<file path="src/rtl/nand_gate_arbiter.sv">
// Round-robin arbiter that shares one registered NAND evaluation unit between N_REQ requesters.
// Optional truth-table sweep mode is compiled in with `define GATE_ARB_SWEEP_EN.
//
// state   | meaning
// --------+-----------------------------------------------------------
// S_IDLE  | waiting; picks the next requester round-robin from r_ptr
// S_EVAL  | latched operands go through the NAND into r_result
// S_RESP  | done pulse for the granted requester, count and pointer update
// S_SWEEP | (sweep build only) evaluates rows 00..11 into sweep_table
module nand_gate_arbiter #(
    parameter int N_REQ = 4,
    parameter int CNT_W = 8
) (
    input  logic             clk,
    input  logic             reset,
    input  logic [N_REQ-1:0] req,
    input  logic [N_REQ-1:0] a_in,
    input  logic [N_REQ-1:0] b_in,
    output logic [N_REQ-1:0] grant,
    output logic [N_REQ-1:0] done,
    output logic             result,
    output logic             busy,
    output logic [CNT_W-1:0] op_count
`ifdef GATE_ARB_SWEEP_EN
    ,
    input  logic             sweep_start,
    output logic [3:0]       sweep_table,
    output logic             sweep_done
`endif
);

    localparam int PTR_W = (N_REQ > 1) ? $clog2(N_REQ) : 1;
    localparam logic [N_REQ-1:0] ONE_HOT0 = {{(N_REQ-1){1'b0}}, 1'b1};

    typedef enum logic [1:0] {
        S_IDLE  = 2'd0,
        S_EVAL  = 2'd1,
        S_RESP  = 2'd2
`ifdef GATE_ARB_SWEEP_EN
        ,
        S_SWEEP = 2'd3
`endif
    } state_t;

    state_t             r_state;
    logic [PTR_W-1:0]   r_ptr;
    logic [PTR_W-1:0]   r_gid;
    logic               r_op_a;
    logic               r_op_b;
    logic [N_REQ-1:0]   r_grant;
    logic [N_REQ-1:0]   r_done;
    logic               r_result;
    logic               r_busy;
    logic [CNT_W-1:0]   r_op_count;

    logic [PTR_W-1:0]   w_sel;
    logic               w_any;
    logic               w_sweep_go;

`ifdef GATE_ARB_SWEEP_EN
    logic [1:0]         r_row;
    logic [3:0]         r_sweep_table;
    logic               r_sweep_done;

    assign w_sweep_go  = sweep_start;
    assign sweep_table = r_sweep_table;
    assign sweep_done  = r_sweep_done;
`else
    assign w_sweep_go  = 1'b0;
`endif

    // Walk the offsets from the highest down so the closest request to r_ptr wins last.
    always_comb begin
        logic [PTR_W:0] w_idx;
        w_idx = '0;
        w_sel = '0;
        w_any = 1'b0;
        for (int i = N_REQ - 1; i >= 0; i--) begin
            w_idx = {1'b0, r_ptr} + (PTR_W+1)'(i);
            if (w_idx >= (PTR_W+1)'(N_REQ))
                w_idx = w_idx - (PTR_W+1)'(N_REQ);
            if (req[w_idx[PTR_W-1:0]]) begin
                w_sel = w_idx[PTR_W-1:0];
                w_any = 1'b1;
            end
        end
    end

    always_ff @(posedge clk) begin
        if (reset) begin
            r_state    <= S_IDLE;
            r_ptr      <= '0;
            r_gid      <= '0;
            r_op_a     <= 1'b0;
            r_op_b     <= 1'b0;
            r_grant    <= '0;
            r_done     <= '0;
            r_result   <= 1'b0;
            r_busy     <= 1'b0;
            r_op_count <= '0;
`ifdef GATE_ARB_SWEEP_EN
            r_row         <= 2'd0;
            r_sweep_table <= 4'd0;
            r_sweep_done  <= 1'b0;
`endif
        end else begin
            r_done <= '0;
`ifdef GATE_ARB_SWEEP_EN
            r_sweep_done <= 1'b0;
`endif
            case (r_state)
                S_IDLE: begin
                    if (w_sweep_go) begin
`ifdef GATE_ARB_SWEEP_EN
                        r_state <= S_SWEEP;
                        r_row   <= 2'd0;
                        r_busy  <= 1'b1;
`endif
                    end else if (w_any) begin
                        r_op_a  <= a_in[w_sel];
                        r_op_b  <= b_in[w_sel];
                        r_gid   <= w_sel;
                        r_grant <= ONE_HOT0 << w_sel;
                        r_busy  <= 1'b1;
                        r_state <= S_EVAL;
                    end
                end
                S_EVAL: begin
                    r_result <= ~(r_op_a & r_op_b);
                    r_done   <= ONE_HOT0 << r_gid;
                    r_state  <= S_RESP;
                end
                S_RESP: begin
                    r_grant    <= '0;
                    r_busy     <= 1'b0;
                    r_op_count <= r_op_count + CNT_W'(1);
                    if (r_gid == PTR_W'(N_REQ - 1))
                        r_ptr <= '0;
                    else
                        r_ptr <= r_gid + PTR_W'(1);
                    r_state <= S_IDLE;
                end
`ifdef GATE_ARB_SWEEP_EN
                S_SWEEP: begin
                    r_sweep_table[r_row] <= ~(r_row[1] & r_row[0]);
                    if (r_row == 2'd3) begin
                        r_sweep_done <= 1'b1;
                        r_busy       <= 1'b0;
                        r_state      <= S_IDLE;
                    end else begin
                        r_row <= r_row + 2'd1;
                    end
                end
`endif
                default: begin
                    r_state <= S_IDLE;
                    r_grant <= '0;
                    r_busy  <= 1'b0;
                end
            endcase
        end
    end

    assign grant    = r_grant;
    assign done     = r_done;
    assign result   = r_result;
    assign busy     = r_busy;
    assign op_count = r_op_count;

endmodule
</file>
<file path="config.mk">
export PLATFORM = sky130hd
export DESIGN_NAME = nand_gate_arbiter
export DESIGN_NICKNAME = d
export VERILOG_FILES = /design/src/rtl/nand_gate_arbiter.sv
export SDC_FILE = /design/constraint.sdc
export NUM_CORES = 1
export LEC_CHECK = 0
export CAP_MARGIN = 5
export CORE_ASPECT_RATIO = 1.1
export CORE_UTILIZATION = 65
export DETAILED_ROUTE_END_ITERATION = 10
export DONT_BUFFER_PORTS = 1
export PLACE_DENSITY = 0.81
export SYNTH_ARGS = -nofsm -noshare
export SYNTH_HDL_FRONTEND = slang
export SYNTH_SLANG_ARGS = --single-unit
export TNS_END_PERCENT = 100
</file>
<file path="constraint.sdc">
create_clock -name clk -period 3.6 [get_ports clk]
set_input_delay 0.72 -clock clk [delete_from_list [all_inputs] [get_ports clk]]
set_output_delay 0.72 -clock clk [all_outputs]
set_load 0.02 [all_outputs]
</file>
==> flow_summary.yaml, run 1 <==
logic_synthesis:
  synth_edf_count: 0
  ys_ff_latch: 26
  ys_top_cells_by_count: "dfxtp_1, nor2_1, nand2_1, a21oi_1"
  synth_cells: 135
  synth.net_count: 151
  syn_avg_cell_area_um2: 8.87
  synth_area_leader_cell: "dfxtp_1"
  synth_top_cell_area_share_pct: 43.5
  yosysMostFrequentCell: "dfxtp_1"
  synth_area_um2: 1200
  synth_area_leaders: "dfxtp_1, nor2_1, mux2i_1, a21oi_1, nand2_1"
  ys.flop_type: "dfxtp_1"
  yosys_warnings: 0
  synth_cell_types: 35
  ys_async_sr_fraction_pct: 0
  ys_seq_area_share_pct: 43.5
place:
  portBuffers: 0
  post-place-ws_ps: 1800
  hpwl_um: 1520
  gp_congestion: 0.778
sta:
  finalWorstSetupSlack_ps: 1810
  worst_pin_slew_ps: 705
  relSlewSlack_pct: 52.9
  maxSlewViolCount: 0
  grt_setup_unrepaired: "no"
  setup_violations: 0
  period_needed_ps: 1790
  max_freq_mhz: 558
  finalSetupTns_ps: 0
  period_share_pct: 49.8
  skew_ps: 1.52
  finalHoldViolCount: 0
power_and_ir_drop:
  ir_drop_mv: 0.331
  power.share.clock_pct: 33.2
  pwr-share-comb_pct: 11.0
  p_leak_nw: 0.517
  seqPwrFrac_pct: 55.8
  internal-power_w: 0.000446
  netSwitchingFraction_pct: 24.0
  p_per_area_nw_per_um2: 477
  power.switching_w: 0.000141
job:
  cap_violations: 0
run_status:
  status: "complete, no violations"
critical_path:
  cp.required_ps: 3860
  cp_data_arrival_time_ps: 2050
  worst-path-buf-inv: 0
  crit_path_cell_trace: "nor2b_1, nand4_4, or3_1, a21oi_1"
  end_kind: "flip-flop"
  cp_slowest_cell: "nor2b_1"
  start_kind: "flip-flop"
  cpPeakStageDelay_ps: 610
  path_max_fanout: 7
  path_class: "flip-flop to flip-flop"
  crit_family: "simple AND/OR/NAND/NOR gates"
global_route:
  use_met3_pct: 4.62
  grt_antenna_before_repair: 0
  grt_pass1_wl_um: 3190
  busiest_layer: "met2"
  overflow: 0
  grt_max_degree: 18
  grt_pass1_vias: 782
  grt_use_total_pct: 22.0
  grt_use_met1_pct: 24.5
  met2_usage_pct: 41.2
finish:
  areaGrowthSynthToFinish_pct: 2.72
  drive_gt1_share_pct: 7.58
  num_antenna_cells: 0
  final_nets: 149
clocking:
  post-cts-setup-buffers: 0
  cts_hold_buf: 0
  clk_pin_slew_ps: 130
  post_cts_resized: 0
  ctsLongestPathBuffers: 2
  numCtsBuffers: 3
  cts.htree.levels: 1
  clk_latency_ps: 310
  cts.sinks: 26
  cts_root_buf: "clkbuf_4"
  cts_tree: "yes"
floorplan:
  die_height_um: 47.0
  die_area_um2: 2020
  die_x_um: 42.9
  num_rows: 15
  core_um2: 1650
  start_util_pct: 72.5
  io_pins: 32
drt:
  drc_errors: 0
  first_pass_iters: 4
  drt_first_iter_violations: 29
  postRouteAntennaNets: 0
  num_vias: 919
  detail_route.wl_per_cell_um: 14.3
  via_per_inst: 6.17
  drt-total-wl_um: 2130
worst_hold_path:
  hold_class: "input pin to flip-flop"
[metrics by stage]
| step | cells | util (%) | cell area, µm² | hold slack, ps | power [W] |
|---|---|---|---|---|---|
| after global routing | 149 | 74.5 | 1230 | 424 | 0.000615 |
| after global placement | 145 | 71.3 | 1180 | 434 | 0.000397 |
| final | 149 | 74.5 | 1230 | 450 | 0.000587 |
| after floorplan | 135 | - | 1200 | 424 | 0.000394 |
| after CTS | 149 | 74.5 | 1230 | 437 | 0.000593 |
| after detailed placement | 145 | 71.3 | 1180 | 439 | 0.000398 |
[sequential cells by signal, indices dropped and copies added, names as in the netlist]
signal / count
r_op_a: 1
result: 1
r_op_b: 1
done: 4
r_ptr: 2
op_count: 8
r_state: 2
grant: 4
r_gid: 2
busy: 1
[final cells by class]
type / instances / area (µm²)
clock buffers: 3 / 22.5
inverters: 6 / 22.5
flip-flops and latches: 26 / 520
well taps: 17 / 21.3
multi-input cells: 96 / 613
fillers: 126 / 422
clock inverters: 1 / 30.0
[placed cells by master (no fill, tap or decap), drive strengths merged]
master,synthesis,final
ha,2,2
a21oi,11,11
inv,6,6
o221ai,2,2
nand2b,2,2
a41o,2,2
mux2i,6,6
and3,4,4
nand3,2,2
bufinv,0,1
a311oi,1,1
dfxtp,26,26
o21bai,1,1
nand2,11,11
nor3,1,1
nand3b,1,1
nor4,1,1
clkbuf,4,3
nand4,4,4
o22ai,1,1
nor2,19,19
xnor2,1,1
nor3b,2,2
a21o,2,2
or3,3,3
o21ai,6,6
nor2b,3,3
xor2,4,4
or2,2,2
a211o,1,1
o21a,1,1
[path summary, 6_finish.rpt]
path                                start                  endpoint  slack [ps]  cells after the start
setup reg to reg  r_state[1]$_SDFFE_PP0P_  op_count[5]$_SDFFE_PP0N_        1810                      4
hold / removal                      reset  op_count[7]$_SDFFE_PP0N_         450                      1
hold reg to reg       r_op_b$_SDFFE_PP0P_       result$_SDFFE_PP0N_         460                      1
setup / recovery  r_state[1]$_SDFFE_PP0P_  op_count[5]$_SDFFE_PP0N_        1810                      4
[per-layer routing]
| layer | vias up | wire, µm |
|---|---|---|
| met2 | 37 | 1040 |
| li1 | 463 | - |
| met1 | 417 | 913 |
| met5 | - | 0 |
| met4 | 0 | 22 |
| met3 | 2 | 145 |
[cells by family (layout without fill, tap and decap cells)]
| logic type | count (synthesis) | after routing | synth area share [%] |
|---|---|---|---|
| simple gates | 55 | 55 | 24.2 |
| compound gates | 28 | 28 | 16.2 |
| flops | 26 | 26 | 43.5 |
| buf+inv | 13 | 10 | 5.33 |
| mux | 6 | 6 | 5.02 |
| xor+xnor | 5 | 5 | 3.66 |
| fa+ha+maj | 2 | 2 | 2.09 |
[power groups by stage]
stage	sequential, W	combinational (W)	clock (W)
2_1_floorplan	0.000329	0.0000649	0
6_report	0.000327	0.0000647	0.000195
3_5_place_dp	0.000334	0.0000640	0
4_1_cts	0.000328	0.0000647	0.000200
5_1_grt	0.000331	0.0000726	0.000212
3_3_place_gp	0.000334	0.0000629	0
Power figures use the tool's default switching activity.
==> run 2: changes to the inputs <==
--- a/config.mk
+++ b/config.mk
@@ -7,10 +7,10 @@
 export LEC_CHECK = 0
 export CAP_MARGIN = 5
 export CORE_ASPECT_RATIO = 1.1
-export CORE_UTILIZATION = 65
+export CORE_UTILIZATION = 60
 export DETAILED_ROUTE_END_ITERATION = 10
 export DONT_BUFFER_PORTS = 1
-export PLACE_DENSITY = 0.81
+export PLACE_DENSITY = 0.76
 export SYNTH_ARGS = -nofsm -noshare
 export SYNTH_HDL_FRONTEND = slang
 export SYNTH_SLANG_ARGS = --single-unit
==> constraint.sdc (replaced) <==
create_clock -name clk -period 1.8 [get_ports clk]
set_input_delay 0.36 -clock clk [delete_from_list [all_inputs] [get_ports clk]]
set_output_delay 0.36 -clock clk [all_outputs]
set_load 0.02 [all_outputs]
==> flow_summary.yaml, run 2 (synthesis gave the netlist of run 1 again) <==
drt:
  drt_first_iter_violations: 11
  drc_errors: 0
  detail_route.wl_per_cell_um: 13.6
  num_vias: 912
  via_per_inst: 5.70
  drt-total-wl_um: 2180
  postRouteAntennaNets: 0
  first_pass_iters: 4
floorplan:
  die_x_um: 44.6
  die_area_um2: 2180
  io_pins: 32
  num_rows: 16
  core_um2: 1820
  start_util_pct: 65.7
  die_height_um: 48.9
worst_hold_path:
  hold_depth: 1
  hold_class: "input pin to flip-flop"
  hp-start: "reset"
clocking:
  clk_pin_slew_ps: 130
  cts.sinks: 26
  post-cts-setup-buffers: 0
  ctsLongestPathBuffers: 2
  post_cts_resized: 0
  numCtsBuffers: 3
  cts_tree: "yes"
  cts_root_buf: "clkbuf_4"
  clk_latency_ps: 310
  cts.htree.levels: 1
  cts_hold_buf: 0
critical_path:
  crit_path_cell_trace: "nor2b_1, a211o_1, a21oi_4, mux2i_1, o21ai_1"
  start_kind: "flip-flop"
  worstRegToRegCells: 5
  path_class: "flip-flop to flip-flop"
  cp_slowest_cell: "dfxtp_1"
  end_kind: "flip-flop"
  cp.required_ps: 2020
  cpPeakStageDelay_ps: 430
  path_max_fanout: 6
  r2r-start: "r_ptr[0]$_SDFFE_PP0N_"
  crit_family: "compound AO/OA/AOI/OAI gates"
  startpoint: "r_ptr[0]$_SDFFE_PP0N_"
  cp_data_arrival_time_ps: 1710
  crit_cells: 5
  worst-path-buf-inv: 0
power_and_ir_drop:
  seqPwrFrac_pct: 55.8
  power.share.clock_pct: 32.9
  p_leak_nw: 0.522
  netSwitchingFraction_pct: 23.8
  power_w: 0.00117
  internal-power_w: 0.000894
  pwr-share-comb_pct: 11.3
  ir_drop_mv: 0.597
  power.switching_w: 0.000279
  p_per_area_nw_per_um2: 939
place:
  gp_congestion: 0.808
  portBuffers: 0
  hpwl_um: 1670
run_status:
  status: "complete, no violations"
global_route:
  overflow: 0
  grt_use_total_pct: 22.6
  grt_antenna_before_repair: 0
  grt_max_degree: 18
  grt_pass1_vias: 887
  grt_pass1_wl_um: 3690
sta:
  period_share_pct: 82.6
  grt_setup_unrepaired: "no"
  max_freq_mhz: 673
  skew_ps: 4.44
  finalSetupTns_ps: 0
  worst_pin_slew_ps: 380
  period_needed_ps: 1490
  setup_violations: 0
  relSlewSlack_pct: 74.6
  finalHoldViolCount: 0
  maxSlewViolCount: 0
finish:
  areaGrowthSynthToFinish_pct: 4.39
  final_nets: 150
  final_cell_mix: "dfxtp_1, nor2_1, nand2_1"
  drive_gt1_share_pct: 8.27
  largest_reg_flops: 8
  mostFrequentLayoutCell: "dfxtp_1"
  num_antenna_cells: 0
job:
  cap_violations: 0
==> run 2: cell count changes in the layout (fill, tap and decap cells not counted), sizes merged <==
cell  delta
buf      +1
==> run 2: cell type report <==
cell class | count | area, µm²
sequential | 26 | 520
fill | 152 | 572
clock inverter | 1 | 30.0
clock buffer | 3 | 22.5
tap | 27 | 33.8
inverter | 6 | 22.5
timing repair buffer | 1 | 7.51
multi-input combinational | 96 | 613
==> run 2: metrics by stage <==
step / setup slack (ps) / area (µm²) / hold WS (ps) / util (%) / instances
2_1_floorplan: 348 / 1200 / 424 / - / 135
3_3_place_gp: 341 / 1200 / 432 / 65.7 / 156
3_5_place_dp: 316 / 1200 / 433 / 65.7 / 156
4_1_cts: 310 / 1250 / 80.6 / 68.6 / 160
5_1_grt: 183 / 1250 / 58.3 / 68.6 / 160
6_report: 314 / 1250 / 93.0 / 68.6 / 160
==> run 2: worst paths after layout <==
path / end / slack, ps
worst max-delay path: r_op_a$_SDFFE_PP0P_ / 310
worst min-delay path: op_count[7]$_SDFFE_PP0N_ / 90
worst max register to register: r_op_a$_SDFFE_PP0P_ / 310
worst min register to register: result$_SDFFE_PP0N_ / 460
==> run 2: power groups by stage <==
stage	clock, W	sequential, W	combinational (W)
after floorplan	0	0.000658	0.000130
after global placement	0	0.000667	0.000128
after detailed placement	0	0.000668	0.000132
after CTS	0.000400	0.000655	0.000133
after global routing	0.000422	0.000660	0.000151
final	0.000386	0.000654	0.000133
==> run 2: metal layers <==
layer  vias up  track usage, %  share of wire (%)
met5         -               0                  0
met2        33            39.7                 52
met3         4            5.19                6.8
met1       415            25.6                 40
li1        460               -                  -
met4         0            9.09                1.3
==> run 3: changes to the inputs <==
--- a/config.mk
+++ b/config.mk
@@ -7,10 +7,10 @@
 export LEC_CHECK = 0
 export CAP_MARGIN = 5
 export CORE_ASPECT_RATIO = 1.1
-export CORE_UTILIZATION = 60
+export CORE_UTILIZATION = 54
 export DETAILED_ROUTE_END_ITERATION = 10
 export DONT_BUFFER_PORTS = 1
-export PLACE_DENSITY = 0.76
+export PLACE_DENSITY = 0.72
 export SYNTH_ARGS = -nofsm -noshare
 export SYNTH_HDL_FRONTEND = slang
 export SYNTH_SLANG_ARGS = --single-unit
==> constraint.sdc (replaced) <==
create_clock -name clk -period 1.3 [get_ports clk]
set_input_delay 0.26 -clock clk [delete_from_list [all_inputs] [get_ports clk]]
set_output_delay 0.26 -clock clk [all_outputs]
set_load 0.02 [all_outputs]
==> flow_summary.yaml, run 3 (synthesis gave the netlist of run 1 again) <==
critical_path:
  cp.required_ps: 1530
  crit_family: "simple AND/OR/NAND/NOR gates"
  worstRegToRegCells: 4
  cp_slowest_cell: "or3_4"
  cp_data_arrival_time_ps: 1540
  cpPeakStageDelay_ps: 420
  worst-path-buf-inv: 0
  crit_path_cell_trace: "or3_4, a41o_1, o21ai_1, o21ai_1"
  end_kind: "flip-flop"
  crit_cells: 4
  path_class: "flip-flop to flip-flop"
  path_max_fanout: 7
  start_kind: "flip-flop"
  crit_top_cell: "o21ai_1"
sta:
  setup_violations: 1
  grt_setup_unrepaired: "yes"
  maxSlewViolCount: 0
  finalWorstSetupSlack_ps: -8.72
  finalHoldViolCount: 0
  period_needed_ps: 1310
  finalSetupTns_ps: -8.72
  worst_pin_slew_ps: 483
  max_freq_mhz: 764
  skew_ps: 5.64
  period_share_pct: 101
  relSlewSlack_pct: 67.7
global_route:
  grt_use_total_pct: 23.8
  grt_max_degree: 16
  overflow: 0
  grt_pass1_vias: 877
  grt_pass1_wl_um: 3890
  grt_antenna_before_repair: 0
drt:
  drt-total-wl_um: 2530
  drc_errors: 0
  detail_route.wl_per_cell_um: 14.2
  via_per_inst: 5.50
  drt_first_iter_violations: 11
  first_pass_iters: 4
  num_vias: 979
  postRouteAntennaNets: 0
clocking:
  cts.sinks: 26
  ctsLongestPathBuffers: 2
  numCtsBuffers: 3
  cts_tree: "yes"
  cts_root_buf: "clkbuf_4"
  clk_pin_slew_ps: 140
  clk_latency_ps: 320
  cts.htree.levels: 1
floorplan:
  start_util_pct: 58.6
  io_pins: 32
  die_x_um: 46.9
  num_rows: 17
  core_um2: 2040
  die_area_um2: 2410
  die_height_um: 51.4
place:
  portBuffers: 0
  post-place-ws_ps: -59.2
  dpl_cell_area_um2: 1320
  dp_cells: 173
  hpwl_um: 1820
  gp_congestion: 0.767
worst_hold_path:
  hold_class: "input pin to flip-flop"
  hold_depth: 2
finish:
  drive_gt1_share_pct: 27.3
  final_util_pct: 69.8
  final_cell_mix: "dfxtp_1, nor2_1, buf_4"
  stdcell_count: 178
  areaGrowthSynthToFinish_pct: 19.0
  largest_reg_flops: 8
  num_antenna_cells: 0
  stdcell_area_um2: 1430
  final_nets: 167
  mostFrequentLayoutCell: "dfxtp_1"
  nFillCells: 183
job:
  cap_violations: 0
power_and_ir_drop:
  p_leak_nw: 0.614
  ir_drop_mv: 0.754
  p_per_area_nw_per_um2: 1200
run_status:
  violations: "setup timing"
  status: "complete, but fails checks"
[run 3: cell types whose count changed in the layout (fill, tap and decap cells not counted), sizes merged]
cell         delta
buf            +16
dlygate4sd3     +1
[run 3: worst paths after layout]
kind | start | endpoint | slack, ps
worst max-delay path | r_state[0]$_SDFFE_PP0P_ | r_op_b$_SDFFE_PP0P_ | -9
worst min-delay path | req[3] | grant[3]$_SDFFE_PP0P_ | 80
worst max register to register | r_state[0]$_SDFFE_PP0P_ | r_op_b$_SDFFE_PP0P_ | -9
worst min register to register | r_op_b$_SDFFE_PP0P_ | result$_SDFFE_PP0N_ | 480
[run 3: through the flow]
stage | hold WS [ps] | total power, W
finish | 80.3 | 0.00170
global route | 85.5 | 0.00176
CTS | 84.5 | 0.00170
detailed placement | 330 | 0.00114
global placement | 327 | 0.00113
floorplan | 424 | 0.00109
[run 3: metal layers]
layer,GRT usage [%],part of all wire (%),up-vias
li1,-,-,500
met1,27.2,43,440
met2,39.8,50,35
met3,4.59,4.8,4
met4,13.3,2.2,0
met5,0,0,-
[run 3: timing repair]
item                                    4_1_cts  5_1_grt
endpoints found under the hold margin        13        0
hold buffers                                  1        0
resized for setup                             6        7
endpoints found under the setup margin        5       11
pin swaps                                     3        7
setup buffers                                 1        0
[run 3: where the power goes]
group / leakage (nW) / switching [W] / internal (W) / total, W
clock network: 0.0279 / 0.000243 / 0.000312 / 0.000555
logic: 0.371 / 0.000125 / 0.000119 / 0.000243
registers: 0.215 / 0.0000606 / 0.000844 / 0.000904
[run 3: cell type report]
type                    count  area (µm²)  share of cell area, %
repair buffers             18         138                   9.66
clock buffers               3        22.5                   1.58
multi-input cells          96         649                   45.6
clock inverters             1        30.0                   2.11
flip-flops and latches     26         528                   37.0
inverters                   6        22.5                   1.58
well taps                  28        35.0                   2.46
[run 3: worst reg2reg max path, delay by kind of cell, from the launching register on]
family	cells	cell delay (ps)
DFF	1	380
AOI/OAI and AO/OA	3	410
and+or+nand+nor	1	420
